<file path="src/rtl/rr_mux4_arbiter.sv">
// Round-robin arbiter for four requesters sharing a 4:1 single-bit mux channel.
// Grants one requester at a time, drives the mux select, and registers the selected bit.
module rr_mux4_arbiter #(
    parameter int MAX_HOLD = 4,
    parameter int HOLD_W   = 3
) (
    input  logic       clk,
    input  logic       rst,
    input  logic [3:0] req,
    input  logic [3:0] din,
    output logic [3:0] gnt,
    output logic [1:0] sel,
    output logic       dout,
    output logic       dout_vld,
    output logic       busy
);

    typedef enum logic {IDLE, GRANT} state_t;

    state_t            state, state_nx;
    logic [1:0]        ptr, ptr_nx, sel_nx;
    logic [3:0]        gnt_nx, owner_bit, others, cand;
    logic [HOLD_W-1:0] cnt, cnt_nx;
    logic              do_arb, vld_nx, dout_nx;
    logic [2:0]        win;

    // Returns {found, index}; searches ptr+1, ptr+2, ptr+3, ptr (mod 4).
    function automatic logic [2:0] arb(input logic [3:0] m, input logic [1:0] p);
        logic [2:0] r;
        logic [1:0] i;
        r = 3'b000;
        for (int k = 4; k >= 1; k--) begin
            i = p + 2'(k);
            if (m[i]) r = {1'b1, i};
        end
        return r;
    endfunction

    assign owner_bit = 4'b0001 << sel;
    assign others    = req & ~owner_bit;
    assign win       = arb(cand, ptr);
    assign busy      = (state == GRANT);

    always_comb begin
        state_nx = state;
        gnt_nx   = gnt;
        sel_nx   = sel;
        ptr_nx   = ptr;
        cnt_nx   = cnt;
        do_arb   = 1'b0;
        cand     = req;
        case (state)
            IDLE: begin
                gnt_nx = 4'b0000;
                if (|req) do_arb = 1'b1;
            end
            GRANT: begin
                if (!req[sel]) begin
                    if (|others) begin
                        do_arb = 1'b1;
                    end else begin
                        state_nx = IDLE;
                        gnt_nx   = 4'b0000;
                    end
                end else if (cnt == HOLD_W'(MAX_HOLD) && |others) begin
                    // Hold limit reached under contention: current owner sits this round out.
                    cand   = others;
                    do_arb = 1'b1;
                end else if (cnt < HOLD_W'(MAX_HOLD)) begin
                    cnt_nx = cnt + 1'b1;
                end
            end
            default: state_nx = IDLE;
        endcase
        if (do_arb) begin
            state_nx = GRANT;
            gnt_nx   = 4'b0001 << win[1:0];
            sel_nx   = win[1:0];
            ptr_nx   = win[1:0];
            cnt_nx   = HOLD_W'(1);
        end
        vld_nx  = (state == GRANT) && req[sel];
        dout_nx = vld_nx && din[sel];
    end

    always_ff @(posedge clk) begin
        if (rst) begin
            state    <= IDLE;
            gnt      <= 4'b0000;
            sel      <= 2'b00;
            ptr      <= 2'b11;
            cnt      <= '0;
            dout     <= 1'b0;
            dout_vld <= 1'b0;
        end else begin
            state    <= state_nx;
            gnt      <= gnt_nx;
            sel      <= sel_nx;
            ptr      <= ptr_nx;
            cnt      <= cnt_nx;
            dout     <= dout_nx;
            dout_vld <= vld_nx;
        end
    end

endmodule

</file>
<file path="config.mk">
export PLATFORM = sky130hd
export DESIGN_NAME = rr_mux4_arbiter
export DESIGN_NICKNAME = d
export VERILOG_FILES = /design/src/rtl/rr_mux4_arbiter.sv
export SDC_FILE = /design/constraint.sdc
export NUM_CORES = 1
export LEC_CHECK = 0
export CAP_MARGIN = 20
export CORE_MARGIN = 4
export CORE_UTILIZATION = 51
export DETAILED_ROUTE_END_ITERATION = 12
export HOLD_SLACK_MARGIN = 0.12
export PLACE_DENSITY_LB_ADDON = 0.2
export SETUP_SLACK_MARGIN = 0.3
export SLEW_MARGIN = 20
export SYNTH_ARGS = -nofsm -noshare
export SYNTH_HDL_FRONTEND = slang
export SYNTH_SLANG_ARGS = --single-unit
</file>
<file path="constraint.sdc">
create_clock -name clk -period 3.88 [get_ports clk]
set_clock_uncertainty 0.15 [all_clocks]
set_input_delay 0.776 -clock clk [delete_from_list [all_inputs] [get_ports clk]]
set_output_delay 0.776 -clock clk [all_outputs]
set_load 0.05 [all_outputs]
</file>
==> results by group, run 1 <==
Power
  – Power, Total: 0.423 mW
  – Worst vdd ir: 0.262 mV
  – Clk pwr share: 24.7%
  – Sequential power share: 41.3%
  – Pwr/cell area: 416 mW/mm2
  – Sw frac: 34.0%
  – Leakage: 0.374 nW
  – P_int: 0.279 mW
  – Logic pwr share: 34.0%
  – Sw Pwr: 0.144 mW

CTS
  – Post-CTS Setup Repair Bufs: 0
  – Cts repair resizes: 0
  – CTS root buf: clkbuf_4
  – Num Clock Sinks: 14
  – CTS tree: built
  – Hold-fix buffers, CTS: 0
  – Clk Latency, worst-skew pair: 0.27 ns
  – CTS Buf Count: 3
  – Bufs on Longest Clock Path: 2
  – CTS clk-pin slew, worst paths: 0.09 ns
  – Htree depth: 1

Drt
  – Detailed-route via count: 715
  – Vias per inst: 5.91
  – # DRC: 0
  – WL per Instance: 14.4 um
  – DRT iter0 DRCs: 21
  – DRT Wirelength: 1.75 mm
  – DRT antenna net count: 0
  – DRT Pass-1 Iters: 4

Placement
  – Post-placement cell count: 117
  – Worst slack, placed: 0.714 ns
  – Post-DP HPWL: 1.32 mm
  – Port Buffers: 18
  – Gpl congestion: 0.800

Yosys
  – Synthesized cell area: 805 um2
  – Top cells by area, synth: dfxtp_1 35%, nor3_1 5.6%, a22o_1 4.4%
  – Synth Net Count: 99
  – Sequential share of the synthesized area: 34.8%
  – Top_reg_cell synth: dfxtp_1
  – Cells after Synth: 87
  – Cell taking the most area after synthesis: dfxtp_1
  – Synthesized flop and latch total: 14
  – Avg Cell Area, Syn: 9.25 um2
  – Yosys Warn Count: 0
  – Number of synthesized flops with an enable pin: 0
  – FFs w/ async S/R, synth: 0%
  – Distinct cell type count after synthesis: 39
  – Area share of the largest cell type after synthesis: 34.8%

Floorplanning
  – Die height: 47.7 um
  – Die ar.: 0.00228 mm2
  – Std-Cell Rows: 14
  – Core area: 0.00151 mm2
  – Initial Util: 53.4%
  – Io pins: 19
  – Die Width: 47.7 um

Final layout
  – Fraction of layout cells with a size suffix above 1: 13.3%
  – Synth-to-Final Area Change: 26.4%
  – Most common cell after layout, fill and taps aside: clkdlybuf4s50_1
  – Nets: 118
  – Non-Filler Instances: 121
  – Commonest cells after routing, fill and taps aside: 18 x clkdlybuf4s50_1, 14 x dfxtp_1, 9 x nor3_1
  – # diodes: 0
  – Core Util, Final: 67.5%
  – Register Area: 280 um2
  – Fill count: 122
  – Multi-input logic area: 485 um2

STA
  – Tcrit/Tclk final: 75.0%
  – Crit path time final: 2.91 ns
  – Setup TNS after final layout: 0 ns
  – Worst slew pin tran: 0.502 ns
  – Final Hold Fails: 0
  – Slew Viols, Final: 0
  – Final setup fails: 0
  – Max_slew headroom: 66.2%
  – Max Freq: 344 MHz
  – Unrepaired setup endpoints after global routing: no
  – Final setup margin: 0.972 ns

Hold path
  – Min-Delay Path Class: reg -> reg

Global route
  – Largest net degree at the start of global routing: 12
  – Vias in the first global route: 633
  – Antenna violations before repair: 0
  – GRT Total Usage: 16.6%
  – First-pass GRT wire length: 2.66 mm
  – Total grt overflow: 0

Worst setup path
  – Startpoint Class: primary input
  – Worst Path Required: 3.94 ns
  – Critical Path Sink Type: flip-flop
  – Setup CP Type: in -> reg
  – Crit Path Max Fanout: 10
  – WP data arrival: 2.97 ns

Run status
  – Outcome: finished, final reports clean

Run
  – # Max-Cap Violations: 0
worst max-delay path, stage by stage:
cell             delay (ns)
clkdlybuf4s50_1        0.56
mux4_2                 0.56
a2111o_1               0.39
mux2_4                 0.32
or2_4                  0.27
a21oi_2                0.10
flip-flops by register name, indices dropped and copies added (netlist names):
signal / count
gnt: 4
dout_vld: 1
sel: 2
dout: 1
cnt: 3
ptr: 2
busy: 1
cells in the mapped netlist (2+ instances only):
cell       n
or2_2      3
o21ai_0    3
a21oi_1    2
dfxtp_1   14
clkbuf_1   2
o31ai_1    3
nand2_1    5
o22ai_1    2
nand2b_1   3
nor2b_1    2
ha_1       2
nor2_1     5
a22o_1     4
nor3_1     9
inv_1      4
layout make-up:
cell class                 count  area share [%]
sequential                    14            27.6
multi-input combinational     65            47.7
timing repair buffer          18            17.7
inverter                       4            1.48
clock buffer                   4            3.57
tap                           16            1.97
power groups by stage:
stage / sequential (mW) / combinational, mW / clock, mW
finish: 0.175 / 0.144 / 0.104
global route: 0.177 / 0.153 / 0.113
CTS: 0.175 / 0.144 / 0.108
detailed placement: 0.177 / 0.144 / 0
global placement: 0.177 / 0.141 / 0
floorplan: 0.205 / 0.0765 / 0
per-layer routing:
layer	vias up	track usage [%]	share of wire, %
met5	-	0	0
met4	0	8.06	0.69
met3	2	2.63	3.7
met2	12	25.6	46
met1	341	22.3	50
li1	360	-	-
cell families after synthesis:
| group | synth area share (%) |
|---|---|
| adders and majority gates | 3.11 |
| muxes | 10.6 |
| AOI/OAI and AO/OA | 21.9 |
| and+or+nand+nor | 23.6 |
| xor gates and xnor gates | 1.09 |
| buffers and inverters | 4.82 |
| DFF | 34.8 |
path summary, 6_finish.rpt:
kind / start / endpoint / slack [ns] / cells after the start
min reg2reg: gnt[1]$_SDFFE_PP0P_ / gnt[1]$_SDFFE_PP0P_ / 0.34 / 1
max reg2reg: sel[0]$_SDFFE_PP0P_ / sel[1]$_SDFFE_PP0P_ / 1.46 / 5
max: req[0] / sel[1]$_SDFFE_PP0P_ / 0.97 / 6
min: gnt[1]$_SDFFE_PP0P_ / gnt[1]$_SDFFE_PP0P_ / 0.34 / 1
per-stage QoR:
| step | hold slack (ns) | cell area [um2] |
|---|---|---|
| 3_3_place_gp | 0.311 | 981 |
| 3_5_place_dp | 0.311 | 981 |
| 5_1_grt | 0.354 | 1020 |
| 6_report | 0.337 | 1020 |
| 2_1_floorplan | 0.349 | 805 |
| 4_1_cts | 0.341 | 1020 |
No activity file was read; power rests on OpenSTA's default activity.
==> run 2, diff against run 1 <==
CORE_UTILIZATION = 43   (was 51)
clock period = 2.4 ns   (was 3.88 ns; I/O delays follow)
==> run 2 against run 1 <==
Wire length up 22%. Highest routed layer unchanged. Non-clock buffer count is 18 higher. Sequential cell count did not move. Die area rose by 15%. Design area up 24%. Sequential share of layout area down 4.4 points. Worst hold slack worse by 0.0089 ns. Global-route usage increased by 1.4 points. Worst setup slack worse by 0.74 ns. Utilization grew 4.6 points. Critical path depth shrank 1. Sequential power rose by 61%. Critical endpoint unchanged.
==> results by group, run 2 (same netlist as run 1, synthesis figures left out) <==
Final layout
  – Largest Register: gnt
  – Top flop regs: gnt: 4 flops, cnt: 3 flops
  – Synth-to-Final Area Change: 56.5%
  – Cell area after layout: 0.00126 mm2 (+24%)
  – Fill count: 132 (+8.2%)
  – Non-Filler Instances: 148 (+22%)
  – Nets: 136 (+15%)
  – Most common cell after layout, fill and taps aside: buf_4
  – Number of flip-flops in the largest register: 4 (unchanged)
  – Commonest cells after routing, fill and taps aside: 17 x buf_4, 9 x dfxtp_1, 8 x nor3_1
  – # diodes: 0 (unchanged)
  – Fraction of layout cells with a size suffix above 1: 37.4% (+24 points)

Floorplanning
  – Initial Util: 46.1% (-7.3 points)
  – Io pins: 19 (unchanged)
  – Die ar.: 0.00263 mm2 (+15%)
  – Die Width: 51.3 um (+7.4%)
  – Std-Cell Rows: 15 (+1)
  – Core area: 0.00175 mm2 (+16%)
  – Die height: 51.3 um (+7.4%)

Worst setup path
  – Crit Path Max Fanout: 8 (-2)
  – Critical Path Sink Type: flip-flop
  – R2R cell count: 5 (unchanged)
  – Worst R2R End: sel[1]$_SDFFE_PP0P_
  – Worst Path Required: 2.47 ns (-1.47 ns)
  – Startpoint Class: flip-flop
  – Reg2reg setup slack: 0.23 ns (-1.23 ns)
  – Setup CP Type: reg -> reg
  – WP data arrival: 2.24 ns (-0.73 ns)
  – Reg2reg start: sel[0]$_SDFFE_PP0P_

STA
  – Final Hold Fails: 0 (unchanged)
  – Hold Slack: 0.328 ns (-0.00895 ns)
  – Final setup margin: 0.228 ns (-0.744 ns)
  – Crit path time final: 2.17 ns
  – Final setup fails: 0 (unchanged)
  – Unrepaired setup endpoints after global routing: yes
  – Tcrit/Tclk final: 90.5%
  – Max Freq: 460 MHz
  – Setup TNS after final layout: 0 ns (unchanged)
  – Slew Viols, Final: 0 (unchanged)
  – Worst slew pin tran: 0.517 ns (+0.0148 ns)
  – Max_slew headroom: 65.5% (-0.69 points)

CTS
  – CTS Buf Count: 3 (unchanged)
  – Clk Latency, worst-skew pair: 0.28 ns (about the same)
  – CTS tree: built
  – Htree depth: 1 (unchanged)
  – CTS clk-pin slew, worst paths: 0.09 ns (about the same)
  – CTS root buf: clkbuf_4
  – Bufs on Longest Clock Path: 2 (unchanged)
  – Num Clock Sinks: 14 (unchanged)

Drt
  – Vias per inst: 5.43 (-8.2%)
  – DRT iter0 DRCs: 16 (-24%)
  – DRT Wirelength: 2.14 mm (+22%)
  – WL per Instance: 14.4 um (+0.12%)
  – DRT Pass-1 Iters: 4 (unchanged)
  – DRT antenna net count: 0 (unchanged)
  – # DRC: 0 (unchanged)
  – Detailed-route via count: 803 (+12%)

Global route
  – Total grt overflow: 0 (unchanged)
  – Largest net degree at the start of global routing: 11 (-1)
  – Antenna violations before repair: 0 (unchanged)
  – Vias in the first global route: 799 (+26%)
  – GRT Total Usage: 18.0% (+1.4 points)
  – First-pass GRT wire length: 3.51 mm (+32%)

Placement
  – Post-DP HPWL: 1.45 mm (+9.7%)
  – Port Buffers: 18 (unchanged)
  – Cell area after placement: 0.00110 mm2 (+13%)
  – Post-placement cell count: 140 (+20%)
  – Gpl congestion: 0.741 (-7.4%)
  – Worst slack, placed: -0.267 ns (-0.981 ns)

Run
  – # Max-Cap Violations: 0 (unchanged)

Power
  – Worst vdd ir: 0.484 mV (+84%)
  – Clk pwr share: 23.0% (-1.7 points)
  – Sw Pwr: 0.257 mW (+79%)
  – P_int: 0.489 mW (+75%)
  – Logic pwr share: 39.4% (+5.4 points)
  – Pwr/cell area: 593 mW/mm2 (+43%)
  – Sequential power share: 37.6% (-3.7 points)
  – Sw frac: 34.5% (+0.48 points)
  – Leakage: 0.574 nW (+53%)

Hold path
  – Worst Hold Endpoint: gnt[1]$_SDFFE_PP0P_
  – Hold Path Origin: gnt[1]$_SDFFE_PP0P_
  – Min-Delay Path Class: reg -> reg
  – Worst hold path cell count: 1 (unchanged)

Run status
  – Outcome: finished, final reports clean
-- run 2: what timing repair did --
item                                    4_1_cts  5_1_grt
buffers inserted                              3        1
resized for setup                            17       18
endpoints found under the setup margin       14       17
hold buffers                                  0        0
pin swaps                                     8        8
-- run 2: through the flow --
step / total power [mW] / util, %
after floorplan: 0.459 / -
after detailed placement: 0.548 / 63.2
after CTS: 0.729 / 67.8
final: 0.746 / 72.1
after global routing: 0.789 / 72.1
after global placement: 0.542 / 63.2
-- run 2: power groups by stage --
stage          Clock [mW]  Combinational, mW  Sequential [mW]
5_1_grt             0.190              0.313            0.286
4_1_cts             0.173              0.275            0.280
2_1_floorplan           0              0.126            0.333
3_5_place_dp            0              0.258            0.290
3_3_place_gp            0              0.253            0.289
6_report            0.172              0.294            0.281
-- run 2: area by class of cell --
class | instances | area (um2) | share of cell area, %
flip-flops and latches | 14 | 292 | 23.2
inverters | 4 | 15.0 | 1.19
multi-input cells | 65 | 552 | 43.8
clock buffers | 4 | 36.3 | 2.88
repair buffers | 36 | 333 | 26.4
well taps | 25 | 31.3 | 2.49
-- run 2: critical path, cell delays in order (launching register included) --
cell and delay [ns]:
dfxtp_4 0.37, mux4_2 0.52, a2111o_1 0.37, mux2_4 0.32
or2_4 0.25, a21oi_2 0.12
-- run 2: how the worst max path moves through the flow --
stage	startpoint	end	slack, ns	cells past startpoint
finish	sel[0]$_SDFFE_PP0P_	sel[1]$_SDFFE_PP0P_	0.23	5
global route	sel[0]$_SDFFE_PP0P_	sel[1]$_SDFFE_PP0P_	0.17	5
CTS	sel[0]$_SDFFE_PP0P_	gnt[1]$_SDFFE_PP0P_	0.22	5
detailed placement	req[2]	gnt[1]$_SDFFE_PP0P_	-0.27	6
global placement	req[3]	gnt[1]$_SDFFE_PP0P_	-0.26	6
floorplan	sel[0]$_SDFFE_PP0P_	sel[1]$_SDFFE_PP0P_	0.07	6
-- run 2: layer usage --
layer / track usage, % / wire length, um / vias up
li1: - / - / 402
met1: 20.8 / 924 / 378
met2: 30.7 / 1070 / 18
met3: 4.08 / 92 / 5
met4: 9.17 / 48 / 0
met5: 0 / 0 / -
